## config.mk

```make
export PLATFORM = sky130hd
export DESIGN_NAME = id_stage_pipe
export DESIGN_NICKNAME = d
export VERILOG_FILES = /design/src/rtl/riscv_pkg.sv /design/src/rtl/operand_bypass.sv /design/src/rtl/id_stage_pipe.sv
export SDC_FILE = /design/constraint.sdc
export NUM_CORES = 1
export LEC_CHECK = 0
export BUFFER_PORTS_ARGS = -buffer_cell sky130_fd_sc_hd__buf_4
export CAP_MARGIN = 40
export CELL_PAD_IN_SITES_DETAIL_PLACEMENT = 2
export CELL_PAD_IN_SITES_GLOBAL_PLACEMENT = 2
export CORE_MARGIN = 5
export CORE_UTILIZATION = 27
export CTS_CLUSTER_SIZE = 24
export DETAILED_ROUTE_END_ITERATION = 7
export GPL_TIMING_DRIVEN = 1
export PLACE_DENSITY_LB_ADDON = 0.1
export SLEW_MARGIN = 25
export SYNTH_ARGS = -nofsm -noshare
export SYNTH_HDL_FRONTEND = slang
export SYNTH_HIERARCHICAL = 1
export SYNTH_SLANG_ARGS = --single-unit
```

## constraint.sdc

```tcl
create_clock -name clk -period 7.7 [get_ports clk]
set_input_delay 0 -clock clk [delete_from_list [all_inputs] [get_ports clk]]
set_output_delay 0 -clock clk [all_outputs]
set_load 0.02 [all_outputs]
```

## src/rtl/riscv_pkg.sv

```systemverilog
// Shared RISC-V decode constants and micro-op encodings for the ID stage.
package riscv_pkg;

  localparam logic [6:0] OP_IMM = 7'b0010011;
  localparam logic [6:0] OP     = 7'b0110011;
  localparam logic [6:0] LUI    = 7'b0110111;
  localparam logic [6:0] AUIPC  = 7'b0010111;

  localparam logic [2:0] F3_ADD    = 3'b000;
  localparam logic [2:0] F3_SLL    = 3'b001;
  localparam logic [2:0] F3_SLT    = 3'b010;
  localparam logic [2:0] F3_SLTU   = 3'b011;
  localparam logic [2:0] F3_XOR    = 3'b100;
  localparam logic [2:0] F3_SR     = 3'b101;
  localparam logic [2:0] F3_OR     = 3'b110;
  localparam logic [2:0] F3_AND    = 3'b111;
  localparam logic [2:0] F3_MUL    = 3'b000;
  localparam logic [2:0] F3_MULH   = 3'b001;
  localparam logic [2:0] F3_MULHSU = 3'b010;
  localparam logic [2:0] F3_MULHU  = 3'b011;

  localparam logic [6:0] F7_BASE = 7'b0000000;
  localparam logic [6:0] F7_ALT  = 7'b0100000;
  localparam logic [6:0] MULDIV  = 7'b0000001;

  localparam int ALUOP_W  = 8;
  localparam int ALUSEL_W = 3;

  localparam logic [ALUOP_W-1:0] EXE_NOP_OP    = 8'h00;
  localparam logic [ALUOP_W-1:0] EXE_SRL_OP    = 8'h02;
  localparam logic [ALUOP_W-1:0] EXE_SRA_OP    = 8'h03;
  localparam logic [ALUOP_W-1:0] EXE_MUL_OP    = 8'h18;
  localparam logic [ALUOP_W-1:0] EXE_MULH_OP   = 8'h19;
  localparam logic [ALUOP_W-1:0] EXE_MULHSU_OP = 8'h1A;
  localparam logic [ALUOP_W-1:0] EXE_MULHU_OP  = 8'h1B;
  localparam logic [ALUOP_W-1:0] EXE_ADD_OP    = 8'h20;
  localparam logic [ALUOP_W-1:0] EXE_SUB_OP    = 8'h22;
  localparam logic [ALUOP_W-1:0] EXE_AND_OP    = 8'h24;
  localparam logic [ALUOP_W-1:0] EXE_OR_OP     = 8'h25;
  localparam logic [ALUOP_W-1:0] EXE_XOR_OP    = 8'h26;
  localparam logic [ALUOP_W-1:0] EXE_SLT_OP    = 8'h2A;
  localparam logic [ALUOP_W-1:0] EXE_SLTU_OP   = 8'h2B;
  localparam logic [ALUOP_W-1:0] EXE_SLL_OP    = 8'h7C;

  localparam logic [ALUSEL_W-1:0] EXE_RES_NOP   = 3'd0;
  localparam logic [ALUSEL_W-1:0] EXE_RES_LOGIC = 3'd1;
  localparam logic [ALUSEL_W-1:0] EXE_RES_SHIFT = 3'd2;
  localparam logic [ALUSEL_W-1:0] EXE_RES_ARITH = 3'd3;
  localparam logic [ALUSEL_W-1:0] EXE_RES_MUL   = 3'd4;

  localparam logic [4:0] NOP_REG_ADDR = 5'd0;

  typedef enum logic [1:0] {
    IMM_I,
    IMM_SH,
    IMM_U
  } imm_sel_e;

  typedef struct packed {
    logic [ALUOP_W-1:0]  aluop;
    logic [ALUSEL_W-1:0] alusel;
    logic                use1;
    logic                use2;
    logic                use_pc;
    logic                wreg;
    logic                illegal;
    imm_sel_e            imm_sel;
  } dec_t;

  function automatic logic [ALUSEL_W-1:0] res_class(input logic [ALUOP_W-1:0] op);
    case (op)
      EXE_AND_OP, EXE_OR_OP, EXE_XOR_OP:                 return EXE_RES_LOGIC;
      EXE_SLL_OP, EXE_SRL_OP, EXE_SRA_OP:                return EXE_RES_SHIFT;
      EXE_ADD_OP, EXE_SUB_OP, EXE_SLT_OP, EXE_SLTU_OP:   return EXE_RES_ARITH;
      EXE_MUL_OP, EXE_MULH_OP, EXE_MULHSU_OP,
      EXE_MULHU_OP:                                      return EXE_RES_MUL;
      default:                                           return EXE_RES_NOP;
    endcase
  endfunction

endpackage

```

## src/rtl/operand_bypass.sv

```systemverilog
// Resolves one source operand: youngest matching bypass entry wins, else register file.
// pend_o flags that the winning entry has no result yet (load in flight).
module operand_bypass
  import riscv_pkg::*;
#(
  parameter int XLEN    = 32,
  parameter int NUM_FWD = 2
) (
  input  logic [4:0]              addr_i,
  input  logic                    use_i,
  input  logic [XLEN-1:0]         rf_data_i,
  input  logic [NUM_FWD-1:0]      fwd_wreg_i,
  input  logic [NUM_FWD*5-1:0]    fwd_wd_i,
  input  logic [NUM_FWD*XLEN-1:0] fwd_wdata_i,
  input  logic [NUM_FWD-1:0]      fwd_pend_i,
  output logic [XLEN-1:0]         data_o,
  output logic                    pend_o
);

  always_comb begin
    data_o = '0;
    pend_o = 1'b0;
    if (use_i && addr_i != NOP_REG_ADDR) begin
      data_o = rf_data_i;
      // Walk oldest to youngest so the lowest matching index is the final winner.
      for (int k = NUM_FWD - 1; k >= 0; k--) begin
        if (fwd_wreg_i[k] && fwd_wd_i[k*5 +: 5] == addr_i) begin
          data_o = fwd_wdata_i[k*XLEN +: XLEN];
          pend_o = fwd_pend_i[k];
        end
      end
    end
  end

endmodule

```

## src/rtl/id_stage_pipe.sv

```systemverilog
// Registered RV32I/RV64I OP/OP-IMM/LUI/AUIPC + RV32M MUL decode stage, 1-cycle latency,
// valid/ready toward EX, load-use stall with saturating counter, flush drops held and incoming ops.
module id_stage_pipe
  import riscv_pkg::*;
#(
  parameter int XLEN    = 32,
  parameter int NUM_FWD = 2,
  parameter int CNT_W   = 16
) (
  input  logic                    clk,
  input  logic                    rst,
  input  logic                    in_valid,
  output logic                    in_ready,
  input  logic [XLEN-1:0]         pc_i,
  input  logic [31:0]             inst_i,
  output logic [4:0]              rs1_addr_o,
  output logic [4:0]              rs2_addr_o,
  input  logic [XLEN-1:0]         rs1_data_i,
  input  logic [XLEN-1:0]         rs2_data_i,
  input  logic [NUM_FWD-1:0]      fwd_wreg_i,
  input  logic [NUM_FWD*5-1:0]    fwd_wd_i,
  input  logic [NUM_FWD*XLEN-1:0] fwd_wdata_i,
  input  logic [NUM_FWD-1:0]      fwd_pend_i,
  input  logic                    flush_i,
  output logic                    out_valid,
  input  logic                    out_ready,
  output logic [ALUOP_W-1:0]      aluop_o,
  output logic [ALUSEL_W-1:0]     alusel_o,
  output logic [XLEN-1:0]         reg1_o,
  output logic [XLEN-1:0]         reg2_o,
  output logic [4:0]              wd_o,
  output logic                    wreg_o,
  output logic [XLEN-1:0]         pc_o,
  output logic                    illegal_o,
  output logic [CNT_W-1:0]        stall_cnt_o
);

  logic [6:0] opcode;
  logic [2:0] funct3;
  logic [6:0] funct7;
  logic [6:0] sh_f7;
  dec_t       dec;

  assign opcode     = inst_i[6:0];
  assign funct3     = inst_i[14:12];
  assign funct7     = inst_i[31:25];
  assign rs1_addr_o = inst_i[19:15];
  assign rs2_addr_o = inst_i[24:20];
  // On RV64 bit 25 belongs to the 6-bit shamt, so it is excluded from the funct check.
  assign sh_f7 = (XLEN == 64) ? {inst_i[31:26], 1'b0} : inst_i[31:25];

  always_comb begin
    dec         = '0;
    dec.aluop   = EXE_NOP_OP;
    dec.imm_sel = IMM_I;
    case (opcode)
      OP_IMM: begin
        dec.use1 = 1'b1;
        case (funct3)
          F3_ADD:  dec.aluop = EXE_ADD_OP;
          F3_SLT:  dec.aluop = EXE_SLT_OP;
          F3_SLTU: dec.aluop = EXE_SLTU_OP;
          F3_XOR:  dec.aluop = EXE_XOR_OP;
          F3_OR:   dec.aluop = EXE_OR_OP;
          F3_AND:  dec.aluop = EXE_AND_OP;
          F3_SLL: begin
            dec.imm_sel = IMM_SH;
            if (sh_f7 == F7_BASE) dec.aluop = EXE_SLL_OP;
          end
          F3_SR: begin
            dec.imm_sel = IMM_SH;
            if (sh_f7 == F7_BASE)     dec.aluop = EXE_SRL_OP;
            else if (sh_f7 == F7_ALT) dec.aluop = EXE_SRA_OP;
          end
          default: ;
        endcase
      end
      OP: begin
        dec.use1 = 1'b1;
        dec.use2 = 1'b1;
        case (funct7)
          F7_BASE: begin
            case (funct3)
              F3_ADD:  dec.aluop = EXE_ADD_OP;
              F3_SLL:  dec.aluop = EXE_SLL_OP;
              F3_SLT:  dec.aluop = EXE_SLT_OP;
              F3_SLTU: dec.aluop = EXE_SLTU_OP;
              F3_XOR:  dec.aluop = EXE_XOR_OP;
              F3_SR:   dec.aluop = EXE_SRL_OP;
              F3_OR:   dec.aluop = EXE_OR_OP;
              default: dec.aluop = EXE_AND_OP;
            endcase
          end
          F7_ALT: begin
            if (funct3 == F3_ADD)     dec.aluop = EXE_SUB_OP;
            else if (funct3 == F3_SR) dec.aluop = EXE_SRA_OP;
          end
          MULDIV: begin
            case (funct3)
              F3_MUL:    dec.aluop = EXE_MUL_OP;
              F3_MULH:   dec.aluop = EXE_MULH_OP;
              F3_MULHSU: dec.aluop = EXE_MULHSU_OP;
              F3_MULHU:  dec.aluop = EXE_MULHU_OP;
              default: ;
            endcase
          end
          default: ;
        endcase
      end
      LUI: begin
        dec.aluop   = EXE_ADD_OP;
        dec.imm_sel = IMM_U;
      end
      AUIPC: begin
        dec.aluop   = EXE_ADD_OP;
        dec.imm_sel = IMM_U;
        dec.use_pc  = 1'b1;
      end
      default: ;
    endcase
    // Every legal encoding above lands on a real operation, so NOP means unsupported.
    dec.illegal = (dec.aluop == EXE_NOP_OP);
    dec.wreg    = !dec.illegal;
    dec.alusel  = res_class(dec.aluop);
  end

  logic [XLEN-1:0] imm;
  always_comb begin
    case (dec.imm_sel)
      IMM_SH:  imm = (XLEN == 64) ? XLEN'(inst_i[25:20]) : XLEN'(inst_i[24:20]);
      IMM_U:   imm = XLEN'($signed({inst_i[31:12], 12'b0}));
      default: imm = XLEN'($signed(inst_i[31:20]));
    endcase
  end

  logic [XLEN-1:0] op1, op2;
  logic            pend1, pend2, hazard, accept;

  operand_bypass #(.XLEN(XLEN), .NUM_FWD(NUM_FWD)) u_byp_rs1 (
    .addr_i      (rs1_addr_o),
    .use_i       (dec.use1),
    .rf_data_i   (rs1_data_i),
    .fwd_wreg_i  (fwd_wreg_i),
    .fwd_wd_i    (fwd_wd_i),
    .fwd_wdata_i (fwd_wdata_i),
    .fwd_pend_i  (fwd_pend_i),
    .data_o      (op1),
    .pend_o      (pend1)
  );

  operand_bypass #(.XLEN(XLEN), .NUM_FWD(NUM_FWD)) u_byp_rs2 (
    .addr_i      (rs2_addr_o),
    .use_i       (dec.use2),
    .rf_data_i   (rs2_data_i),
    .fwd_wreg_i  (fwd_wreg_i),
    .fwd_wd_i    (fwd_wd_i),
    .fwd_wdata_i (fwd_wdata_i),
    .fwd_pend_i  (fwd_pend_i),
    .data_o      (op2),
    .pend_o      (pend2)
  );

  logic                out_valid_q, out_valid_d;
  logic [ALUOP_W-1:0]  aluop_q, aluop_d;
  logic [ALUSEL_W-1:0] alusel_q, alusel_d;
  logic [XLEN-1:0]     reg1_q, reg1_d, reg2_q, reg2_d, pc_q, pc_d;
  logic [4:0]          wd_q, wd_d;
  logic                wreg_q, wreg_d, illegal_q, illegal_d;
  logic [CNT_W-1:0]    stall_cnt_q, stall_cnt_d;

  assign hazard   = pend1 | pend2;
  assign in_ready = !hazard && (!out_valid_q || out_ready);
  assign accept   = in_valid && in_ready && !flush_i;

  always_comb begin
    out_valid_d = out_valid_q;
    aluop_d     = aluop_q;
    alusel_d    = alusel_q;
    reg1_d      = reg1_q;
    reg2_d      = reg2_q;
    pc_d        = pc_q;
    wd_d        = wd_q;
    wreg_d      = wreg_q;
    illegal_d   = illegal_q;
    stall_cnt_d = stall_cnt_q;
    if (flush_i) begin
      out_valid_d = 1'b0;
    end else if (accept) begin
      out_valid_d = 1'b1;
      aluop_d     = dec.aluop;
      alusel_d    = dec.alusel;
      reg1_d      = dec.use1 ? op1 : (dec.use_pc ? pc_i : '0);
      reg2_d      = dec.use2 ? op2 : imm;
      pc_d        = pc_i;
      wd_d        = inst_i[11:7];
      wreg_d      = dec.wreg;
      illegal_d   = dec.illegal;
    end else if (out_ready) begin
      out_valid_d = 1'b0;
    end
    if (in_valid && hazard && !flush_i && stall_cnt_q != '1) begin
      stall_cnt_d = stall_cnt_q + CNT_W'(1);
    end
  end

  always_ff @(posedge clk) begin
    if (rst) begin
      out_valid_q <= 1'b0;
      aluop_q     <= EXE_NOP_OP;
      alusel_q    <= EXE_RES_NOP;
      reg1_q      <= '0;
      reg2_q      <= '0;
      pc_q        <= '0;
      wd_q        <= '0;
      wreg_q      <= 1'b0;
      illegal_q   <= 1'b0;
      stall_cnt_q <= '0;
    end else begin
      out_valid_q <= out_valid_d;
      aluop_q     <= aluop_d;
      alusel_q    <= alusel_d;
      reg1_q      <= reg1_d;
      reg2_q      <= reg2_d;
      pc_q        <= pc_d;
      wd_q        <= wd_d;
      wreg_q      <= wreg_d;
      illegal_q   <= illegal_d;
      stall_cnt_q <= stall_cnt_d;
    end
  end

  assign out_valid   = out_valid_q;
  assign aluop_o     = aluop_q;
  assign alusel_o    = alusel_q;
  assign reg1_o      = reg1_q;
  assign reg2_o      = reg2_q;
  assign pc_o        = pc_q;
  assign wd_o        = wd_q;
  assign wreg_o      = wreg_q;
  assign illegal_o   = illegal_q;
  assign stall_cnt_o = stall_cnt_q;

endmodule

```

* After elaboration in Yosys (flattened, before gate mapping)
Index checks and enable logic that the tools add are counted.
** Operators by class
- Add/subtract/negate cells :: 1
- Eq/ne operators :: 34
- Multiplexer cells :: 34
- Bitwise operators :: 2
- Reduce and logical (&&, ||, !) cells :: 32
** Operator list (number)
- $mux 32 :: 9
- $pmux 32 s2 :: 1
- $pmux 8 s8 :: 1
- $eq 8x6->1 const B :: 7
- $pmux 7 s7 :: 1
- $pmux 8 s3 :: 2
- $eq 8x5->1 const B :: 4
- $eq 7x6->1 const B :: 3
- $eq 5x5->1 :: 4
- $pmux 5 s4 :: 1
- $add 16x1->16 const B :: 1
- $eq 8x2->1 const B :: 2
- $ne 16x16->1 const B :: 1
- $eq 7x5->1 const B :: 2
- $eq 3x3->1 const B :: 4
- $logic_and 1x1->1 :: 12
- $mux 1 :: 12
- $pmux 3 s4 :: 1
- $reduce_bool 5->1 :: 2
- $eq 8x7->1 const B :: 1
- $logic_not 8->1 :: 1
- $mux 8 :: 1
- $reduce_or 2->1 :: 4
- $reduce_or 4->1 :: 2
- 18 further kinds :: 24
** Word-level totals
- Flip-flop bits (word level) :: 131
- Bits of input ports :: 211
- Output and inout bits :: 142
- Word-level logic and storage cells :: 113

* Depth between registers and ports, before layout
- Depth after elaboration :: 11
- Depth in mapped cells :: 17
- Depth with buffers taken out :: 13

* Hierarchy
Netlist, hierarchy kept.
** By module, submodules not included
- id_stage_pipe :: times used 1, cells an instance 731, area each 5775.5 um2, seq. area each 2602.5 um2
- operand_bypass :: times used 2, cells an instance 181, area each 1119.8 um2, seq. area each 0.0 um2

* Worst setup path after synthesis
OpenSTA, ideal clock, no wires.
- Path kind :: input-to-reg
- Start point :: input inst_i[6]
- End point :: register alusel_q[0], in the netlist alusel_o[0]
- Library setup time :: 0.128 ns
- Data arrival time :: 2.909 ns
- Setup slack :: 4.664 ns
- Stages on the path :: 16
- Path buffers :: 5
- Path through :: nand3b_1 nor3_1 buf_2 buf_1 o21a_1 buf_6 or4b_1 o31ai_1 nor2_1 and2_1 nand2_1 clkbuf_1 clkbuf_1 nor2_1 a22oi_1 nor2_1
** RTL lines
- from (decl) :: RTL line id_stage_pipe.sv:15 : input logic [31:0] inst_i,
- to (signal assigned) :: RTL line id_stage_pipe.sv:221 : alusel_q <= alusel_d;
- to (decl) :: RTL line id_stage_pipe.sv:165 : logic [ALUSEL_W-1:0] alusel_q, alusel_d;

* Final worst setup path
- Start point :: input inst_i[6]
- End point :: register reg2_q[31], in the netlist reg2_o[31]
** On the way
- Elaborated cells between the ends (all ways) :: 24
** RTL lines
- $eq 7x6->1 :: RTL line id_stage_pipe.sv:56 : case (opcode)
- $mux 1 :: RTL line id_stage_pipe.sv:56
- $logic_and 1x1->1 :: RTL line operand_bypass.sv:23 : if (use_i && addr_i != NOP_REG_ADDR) begin
- $mux 1 :: RTL line operand_bypass.sv:23
- net pend2 :: RTL line id_stage_pipe.sv:137 : logic pend1, pend2, hazard, accept;
- $or 1x1->1 :: RTL line id_stage_pipe.sv:171 : assign hazard = pend1 | pend2;
- $logic_not 1->1 :: RTL line id_stage_pipe.sv:172 : assign in_ready = !hazard && (!out_valid_q || out_ready);
- $logic_and 1x1->1 :: RTL line id_stage_pipe.sv:172
- $logic_and 1x1->1 (2 in a row) :: RTL line id_stage_pipe.sv:173 : assign accept = in_valid && in_ready && !flush_i;
- $reduce_and 2->1 (no line)
- to (signal assigned) :: RTL line id_stage_pipe.sv:223 : reg2_q <= reg2_d;
- to (decl) :: RTL line id_stage_pipe.sv:166 : logic [XLEN-1:0] reg1_q, reg1_d, reg2_q, reg2_d, pc_q, pc_d;
The timed path passes the listed nets, and every way through them passes these cells.
A chain may end at the register's enable or synchronous reset.

==> qor.yml <==
power_and_ir_drop:
  power.switching_w: 0.0006593
  max-vdd-ir-drop_mv: 0.1333
  switching_share: 0.3231
  internal-power_w: 0.001381
  leakage_nw: 4.602
  combPwrFrac: 0.214
  p_clk_frac: 0.432
  p_seq_frac: 0.354
  power.density_nw_per_um2: 171.8
floorplanning:
  ios: 353
  die_area_um2: 33230
  initial_utilization: 0.2719
  fp.dieH_um: 182.3
  dieWidth_um: 182.3
  design.core.area_um2: 29480
  std_cell_rows: 63
logic_synthesis:
  synth_warnings: 6
  synth.distinct_cells: 60
  synth_edf_count: 0
  synth_top_area_cell: "dfxtp_1"
  synthCells: 1093
  synthesis.nets: 1307
  async_flop_share: 0
  synth_area_leaders: "dfxtp_1 32%, nand2_1 7.2%, o31ai_1 6.2%, a21oi_1 5.7%, nand3_1 5.1%"
  synth_commonest_cells: "154 x nand2_1, 130 x dfxtp_1, 91 x a21oi_1"
  netlist_area_um2: 8015
  yosys.area.top_type_share: 0.3247
  yosysSeqAreaShare: 0.3247
  synth_most_common_cell: "nand2_1"
  post_synth.cell_area_avg_um2: 7.333
  ys_ff_latch: 130
  ys.flop_type: "dfxtp_1"
grt:
  grt-ovfl-total: 0
  grt_start_max_net_pins: 83
  grt_pass1_vias: 10770
  antenna_found_initial: 4
  grt_usage: 0.2572
  grt_pass1_wl_um: 66570
final_layout:
  fin_nets: 1625
  drive_above_1_share: 0.3013
  fin_cells: 1815
  nFillCells: 3467
  area_growth_pct: 48.16
clocking:
  cts_tree: "done"
  ctsRootBufferMaster: "clkbuf_16"
  numCtsBuffers: 17
  worstSkewPairLatency_ps: 440
  ctsHoldBuffers: 52
  clock_sinks: 130
  post_cts.repair.setup_buffers: 0
  ctsLongestPathBuffers: 2
  post_cts_resized: 0
  h-tree-depth: 4
  clk_pin_slew_ps: 70
sta:
  rsz0062_at_grt: "false"
  min_period_ps: 4096
  relSlewSlack: 0.5157
  setup_viol: 0
  fmax_mhz: 244.2
  hold_viol: 0
  final_max_slew_viol_count: 0
  setup_tns_ps: 0
  post-route-period-util: 0.5319
  worstMarginPinSlew_ps: 726.5
  finClkSkew_ps: 12.08
route:
  ant_nets: 0
  drtIter0Drc: 524
  totalWireLength_um: 44530
  vias: 9948
  firstDrtPassIters: 5
  drcViolationCount: 0
  wire_per_inst_um: 24.53
  viasPerCell: 5.481
placement:
  hpwl_um: 31650
  place_inst: 1727
  place.gp.congestion: 0.8091
  port_buffers: 351
setup_path:
  cp-end-kind: "flop"
  crit_fanout: 70
  cp.arrival_ps: 4470
  crit_required_ps: 8070
  crit_type: "input port to flop"
  ff2ff_path_depth: 7
  startpoint_type: "input port"
outcome:
  status: "finished clean"
run:
  maxCapViolCount: 0
worst_hold_path:
  whs_path_depth: 2
  min_path_type: "input port to flop"
-- stage by stage --
step                worst slack, ps  hold slack, ps  area [um^2]  utilization   power, W
global route                   3204           39.58        11880       0.4028   0.002117
floorplan                      4664           78.47         8015            -  0.0009268
global placement               2760           175.6        10630       0.3605   0.001138
detailed placement             3250           178.9        10670       0.3619   0.001147
CTS                            3637           13.87        11800       0.4003   0.002058
finish                         3604           31.63        11880       0.4028   0.002040
-- area by class of cell --
class,instances,area [um^2],share of cell area
flip-flops and latches,130,2603,0.2192
clock inverters,15,188.9,0.01591
well taps,390,488.0,0.04109
inverters,9,33.78,0.002845
diodes,1,2.502,0.0002107
clock buffers,17,425.4,0.03582
repair buffers,429,3423,0.2883
multi-input cells,824,4711,0.3967
-- routing by layer --
layer  track usage  up-vias  share of wire
li1              -     4632              -
met1        0.3314     4936           0.43
met2        0.4442      326           0.50
met3       0.04824       48          0.057
met4       0.06455        6          0.017
met5             0        -        0.00092
-- power groups by stage --
stage / sequential (W) / combinational [W] / clock [W]
floorplan: 0.000768 / 0.000159 / 0
global placement: 0.000736 / 0.000402 / 0
detailed placement: 0.000736 / 0.000411 / 0
CTS: 0.000721 / 0.000434 / 0.000902
global route: 0.000724 / 0.000469 / 0.000924
finish: 0.000722 / 0.000437 / 0.000881
-- worst max-delay path, stage by stage --
cell	delay, ps
buf_4	110
nand3b_1	190
nor3_2	200
buf_4	480
nand2_2	320
inv_2	310
o21a_1	190
buf_4	390
nand2_1	100
o31ai_1	290
nor2_1	120
and3_4	320
buf_4	270
buf_16	220
a311oi_1	260
dlygate4sd3_1	590
-- final timing paths --
path | start | slack (ps) | to
max | inst_i[6] | 3600 | reg2_o[31]
min | rst | 30 | aluop_o[2]
max reg2reg | out_valid | 5090 | reg2_o[31]
min reg2reg | pc_o[18] | 460 | pc_o[18]
-- placed cells by master (no fill, tap or decap), types with 3 or more instances in the layout --
cell type	Yosys	layout
a211oi_1	3	3
a21oi_1	91	91
a221oi_1	32	32
a311oi_1	13	13
a31oi_1	64	64
and2_1	4	4
and4_1	3	3
buf_4	11	372
clkbuf_16	0	17
dfxtp_1	130	130
dlygate4sd3_1	0	52
ha_1	3	3
inv_1	8	8
inv_6	0	5
inv_8	0	4
nand2_1	154	152
nand2b_1	6	6
nand3_1	82	82
nand3b_1	3	3
nand4_1	7	7
nor2_1	77	76
nor2b_1	4	4
nor3_1	40	39
o211ai_1	20	20
o21a_1	3	3
o21ai_0	72	72
o31ai_1	66	66
or3_1	4	4
or4_4	3	3
xnor2_1	27	27
xor2_1	8	8
-- state kept, by name, summed over array words and instances, names as in the netlist --
| name | count |
|---|---|
| reg1_o | 32 |
| wreg_o | 1 |
| out_valid | 1 |
| reg2_o | 32 |
| alusel_o | 3 |
| aluop_o | 7 |
| pc_o | 32 |
| stall_cnt_o | 16 |
| wd_o | 5 |
| illegal_o | 1 |
-- logic make-up after synthesis --
kind of cell    share of synthesized area
mux                              0.001249
xor+xnor                          0.03825
flops                              0.3247
simple gates                       0.2365
buf+inv                           0.09101
fa+ha+maj                        0.004684
other cells                     0.0004679
compound gates                     0.3032
(Power assumes the default switching activity.)
